$ cat src/rtl/clfsr_keystream_ctrl.sv
// clfsr_keystream_ctrl: seed load, warm-up and MSB-first word packing for the chaotic LFSR core.
// Optional run-length health test is compiled in when CLFSR_HEALTH_EN is defined.
module clfsr_keystream_ctrl #(
   parameter int SEED_W    = 32,
   parameter int WORD_W    = 8,
   parameter int WARMUP    = 64,
   parameter int REP_LIMIT = 32
) (
   input  logic              clk,
   input  logic              rst,
   input  logic              start,
   input  logic              stop,
   input  logic [SEED_W-1:0] seed,
   output logic              busy,
   output logic              core_load,
   output logic [SEED_W-1:0] core_seed,
   output logic              core_en,
   input  logic              core_bit,
   output logic [WORD_W-1:0] kw_data,
   output logic              kw_valid,
   input  logic              kw_ready,
   output logic              fault
);

   localparam int CW = $clog2(WORD_W);
   localparam int WW = (WARMUP > 1) ? $clog2(WARMUP) : 1;

`ifdef CLFSR_HEALTH_EN
   typedef enum logic [2:0] {
      S_IDLE, S_LOAD, S_WARM, S_RUN, S_FAULT
   } state_t;
`else
   typedef enum logic [1:0] {
      S_IDLE, S_LOAD, S_WARM, S_RUN
   } state_t;
`endif

   state_t            state, nxt;
   logic [WW-1:0]     wcnt;
   logic [CW-1:0]     cnt;
   logic [WORD_W-2:0] acc;
   logic [WORD_W-1:0] shifted;
   logic              word_last;
   logic              stall;
   logic              consume;
   logic              warm_done;
   logic              rep_hit;

   assign shifted   = {acc, core_bit};
   assign word_last = (cnt == CW'(WORD_W - 1));
   // last bit of a word waits while the previous word is still unaccepted
   assign stall     = word_last && kw_valid && !kw_ready;
   assign consume   = (state == S_RUN) && !stall;
   assign warm_done = (wcnt == WW'(WARMUP - 1));
   assign busy      = (state != S_IDLE);

`ifdef CLFSR_HEALTH_EN
   localparam int RW = $clog2(REP_LIMIT + 1);
   logic [RW-1:0] rl;
   logic [RW-1:0] rl_nxt;
   logic          fault_q;

   // run length of identical consumed bits; zero means no bit seen yet
   always_comb begin
      rl_nxt = RW'(1);
      if (rl != '0 && core_bit == acc[0])
         rl_nxt = rl + 1'b1;
   end

   assign rep_hit = consume && (rl_nxt == RW'(REP_LIMIT));
   assign fault   = fault_q;

   // health state: run length and sticky fault flag
   always_ff @(posedge clk) begin
      if (rst) begin
         rl      <= '0;
         fault_q <= 1'b0;
      end else begin
         if (state == S_LOAD)
            rl <= '0;
         else if (consume && !stop)
            rl <= rl_nxt;
         if (rep_hit && !stop)
            fault_q <= 1'b1;
         else if (state == S_FAULT && start)
            fault_q <= 1'b0;
      end
   end
`else
   assign rep_hit = 1'b0;
   assign fault   = 1'b0;
`endif

   // state register
   always_ff @(posedge clk) begin
      if (rst)
         state <= S_IDLE;
      else
         state <= nxt;
   end

   // next state and core strobes
   always_comb begin
      nxt       = state;
      core_en   = 1'b0;
      core_load = 1'b0;
      unique case (state)
         S_IDLE: begin
            if (start && !stop)
               nxt = S_LOAD;
         end
         S_LOAD: begin
            core_load = 1'b1;
            nxt       = stop ? S_IDLE : S_WARM;
         end
         S_WARM: begin
            core_en = 1'b1;
            if (stop)
               nxt = S_IDLE;
            else if (warm_done)
               nxt = S_RUN;
         end
         S_RUN: begin
            core_en = !stall;
            if (stop)
               nxt = S_IDLE;
`ifdef CLFSR_HEALTH_EN
            else if (rep_hit)
               nxt = S_FAULT;
         end
         S_FAULT: begin
            if (start)
               nxt = S_LOAD;
`endif
         end
         default: nxt = S_IDLE;
      endcase
   end

   // seed capture, warm-up count, bit packing and word handshake
   always_ff @(posedge clk) begin
      if (rst) begin
         core_seed <= '0;
         wcnt      <= '0;
         cnt       <= '0;
         acc       <= '0;
         kw_data   <= '0;
         kw_valid  <= 1'b0;
      end else begin
         if (kw_valid && kw_ready)
            kw_valid <= 1'b0;
         unique case (state)
            S_IDLE: begin
               if (start && !stop)
                  core_seed <= seed;
            end
            S_LOAD: begin
               wcnt <= '0;
               cnt  <= '0;
            end
            S_WARM: begin
               wcnt <= wcnt + 1'b1;
            end
            S_RUN: begin
               if (stop) begin
                  kw_valid <= 1'b0;
                  cnt      <= '0;
               end else if (rep_hit) begin
                  kw_valid <= 1'b0;
               end else if (consume) begin
                  acc <= shifted[WORD_W-2:0];
                  if (word_last) begin
                     cnt      <= '0;
                     kw_data  <= shifted;
                     kw_valid <= 1'b1;
                  end else begin
                     cnt <= cnt + 1'b1;
                  end
               end
            end
`ifdef CLFSR_HEALTH_EN
            S_FAULT: begin
               if (start)
                  core_seed <= seed;
            end
`endif
            default: ;
         endcase
      end
   end

endmodule
$ cat config.mk
export PLATFORM = sky130hd
export DESIGN_NAME = clfsr_keystream_ctrl
export DESIGN_NICKNAME = d
export VERILOG_FILES = /design/src/rtl/clfsr_keystream_ctrl.sv
export SDC_FILE = /design/constraint.sdc
export NUM_CORES = 1
export LEC_CHECK = 0
export BUFFER_PORTS_ARGS = -buffer_cell sky130_fd_sc_hd__buf_2
export CORE_MARGIN = 5
export CORE_UTILIZATION = 53
export DETAILED_ROUTE_END_ITERATION = 16
export PLACE_DENSITY = 0.84
export SYNTH_ARGS = -nofsm -noshare
export SYNTH_HDL_FRONTEND = slang
export SYNTH_SLANG_ARGS = --single-unit
$ cat constraint.sdc
create_clock -name clk -period 2.33 [get_ports clk]
set_clock_uncertainty 0.1 [all_clocks]
set_input_delay 0.3495 -clock clk [delete_from_list [all_inputs] [get_ports clk]]
set_output_delay 0.3495 -clock clk [all_outputs]
set_load 0.03 [all_outputs]
==> results.sh <==
export IMPL_critical_path_required_ns=1.88
export IMPL_critPathArrivalTime_ns=1.55
export IMPL_final_cell_mix="nand2_1, buf_2, dfxtp_1"
export IMPL_viasPerCell=4.99
export IMPL_firstDrtPassIters=4
export IMPL_layout_drive_gt1_share_pct=28.3
export IMPL_num_io_pins=83
export IMPL_hp_class="in2reg"
export IMPL_async_reset_ff_share_pct=0
export IMPL_nets=398
export IMPL_r2r_start="state[0]$_SDFFE_PP0P_"
export IMPL_grt_max_degree=25
export IMPL_dieArea_mm2=0.00584
export IMPL_hold_buffers=0
export IMPL_area_growth_pct=24.2
export IMPL_grt_use_total_pct=18.3
export IMPL_htree_levels=3
export IMPL_antenna_found_initial=0
export IMPL_clkLatencyLatePin_ns=0.32
export IMPL_cts_root_buf="clkbuf_8"
export IMPL_yosysSeqAreaShare_pct=50.5
export IMPL_hold_viol=0
export IMPL_num_rows=24
export IMPL_synth_edf_count=0
export IMPL_syn_num_nets=319
export IMPL_start_kind="flip-flop"
export IMPL_grt_pass1_vias=2016
export IMPL_nFillCells=382
export IMPL_worstHoldStart="seed[17]"
export IMPL_power_w=0.00224
export IMPL_period_share_pct=86.0
export IMPL_gp_congestion=0.874
export IMPL_end_kind="output pin"
export IMPL_routedWlPerCell_um=12.8
export IMPL_clk_pin_slew_worst_paths_ns=0.07
export IMPL_final_common_cell="nand2_1"
export IMPL_gr_total_overflow=0
export IMPL_hold_ws_ns=0.156
export IMPL_crit_chain="ha_1 -> ha_1 -> nand3b_1 -> nand2_1 -> nand2_1 -> buf_2"
export IMPL_fmax_ghz=0.499
export IMPL_ys_flop_type="dfxtp_1"
export IMPL_cp_max_fo=4
export IMPL_die_y_um=76.4
export IMPL_synth_area_mm2=0.00234
export IMPL_grt_pass1_wl_mm=8.76
export IMPL_max_stage_delay_ns=0.33
export IMPL_post_cts_buffers=0
export IMPL_coreArea_mm2=0.00432
export IMPL_wl_mm=5.25
export IMPL_max_cap_violations=0
export IMPL_start_util_pct=54.1
export IMPL_ant_nets=0
export IMPL_vias=2042
export IMPL_crit_slowest_cell="dfxtp_1"
export IMPL_synth_seq_cells=59
export IMPL_syn_avg_cell_area_um2=8.56
export IMPL_yosysWarningCount=0
export IMPL_outcome="complete, no violations"
export IMPL_startpoint="cnt[0]$_SDFFE_PP0P_"
export IMPL_die_w_um=76.4
export IMPL_setup_viol=0
export IMPL_synth_cell_types=35
export IMPL_tns_ns=0
export IMPL_place_hpwl_mm=3.81
export IMPL_n_antenna_cell=0
export IMPL_netlist_instances=273
export IMPL_rsz0062_at_grt="no"
export IMPL_port_buffers=81
export IMPL_ctsResizeCount=0
export IMPL_slew_viol_final=0
export IMPL_drtIter0Drc=82
export IMPL_register_area_mm2=0.00118
export IMPL_clk_path_buf_depth=2
export IMPL_fin_crit_ns=2.00
export IMPL_path_buf_inv=1
export IMPL_multi_input_area_mm2=0.00102
export IMPL_tritoncts="yes"
export IMPL_critPathTopFamily="adder cells"
export IMPL_crit_type="reg2out"
export IMPL_cts_inserted_buffers=9
export IMPL_utilization_pct=67.1
export IMPL_power_leakage_nw=1.29
export IMPL_drc=0
export IMPL_ir_drop_v=0.000562
export IMPL_powerDensity_mw_per_mm2=773
export IMPL_cts_sink_count=59
[synth_stat cells (all sizes together) (2+ instances only)]
cell / count / area share, %
mux2i: 10 / 4.3
buf: 11 / 4.3
dfxtp: 59 / 51
clkbuf: 6 / 0.96
and2: 2 / 0.59
a21oi: 41 / 8.8
nor2: 16 / 2.6
o21ai: 3 / 0.64
nand3: 2 / 0.43
nor3: 2 / 0.43
xor2: 3 / 1.1
nand2: 85 / 14
nor2b: 3 / 1.2
nand2b: 3 / 0.80
a22oi: 2 / 0.64
nand4: 2 / 0.54
ha: 8 / 4.3
inv: 4 / 0.64
[path summary, 6_finish.rpt]
kind                                     end  slack [ns]  cells past startpoint
hold / removal    core_seed[17]$_SDFFE_PP0P_        0.16                      3
setup / recovery                     core_en        0.33                      6
hold reg to reg    core_seed[1]$_SDFFE_PP0P_        0.35                      2
setup reg to reg  core_seed[14]$_SDFFE_PP0P_        0.48                      6
[sequential cells by signal, indices dropped and copies added, names as in the netlist]
| signal | count |
|---|---|
| kw_valid | 1 |
| core_seed | 32 |
| kw_data | 8 |
| acc | 7 |
| cnt | 3 |
| wcnt | 6 |
| state | 2 |
[cell type report]
| cell class | count | area share [%] |
|---|---|---|
| Sequential cell | 59 | 40.7 |
| Multi-Input combinational cell | 193 | 35.1 |
| Timing Repair Buffer | 85 | 15.0 |
| Clock buffer | 14 | 5.26 |
| Tap cell | 52 | 2.24 |
| Clock inverter | 2 | 1.21 |
| Inverter | 4 | 0.517 |
[worst min-delay path, stage by stage]
cell and delay (ns):
buf_2 0.10, nand2_1 0.04, a21oi_1 0.05
[report_power, final]
group	total, W	internal [W]	switching, W
Sequential	0.00107	0.00105	0.0000202
Combinational	0.000290	0.0000974	0.000192
Clock	0.000888	0.000523	0.000365
Total	0.00224	0.00167	0.000577
[stage by stage]
step,setup slack [ns],instances,instance area (um2)
after floorplan,0.766,273,2340
after global placement,0.594,393,2720
after detailed placement,0.486,393,2720
after CTS,0.306,409,2900
after global routing,0.217,409,2900
final,0.327,409,2900
[logic make-up (layout without fill, tap and decap cells)]
family / count (synthesis) / count (layout) / share of synthesized area [%]
adder cells (fa/ha/maj): 8 / 8 / 4.28
flip-flops: 59 / 59 / 50.5
other: 1 / 1 / 0.160
XOR/XNOR: 4 / 4 / 1.50
AND/OR/NAND/NOR: 120 / 120 / 22.0
buffers and inverters: 21 / 105 / 5.89
multiplexers: 10 / 10 / 4.28
AO/OA/AOI/OAI: 50 / 50 / 11.3
[per-layer routing]
metal | global-route usage [%] | wire, um | vias to the layer above
met2 | 31.8 | 2630 | 58
met5 | 0 | 0 | -
li1 | - | - | 1048
met1 | 19.1 | 2160 | 926
met3 | 6.86 | 347 | 10
met4 | 9.09 | 111 | 0
Note: power is estimated with default switching activity, not from simulation.
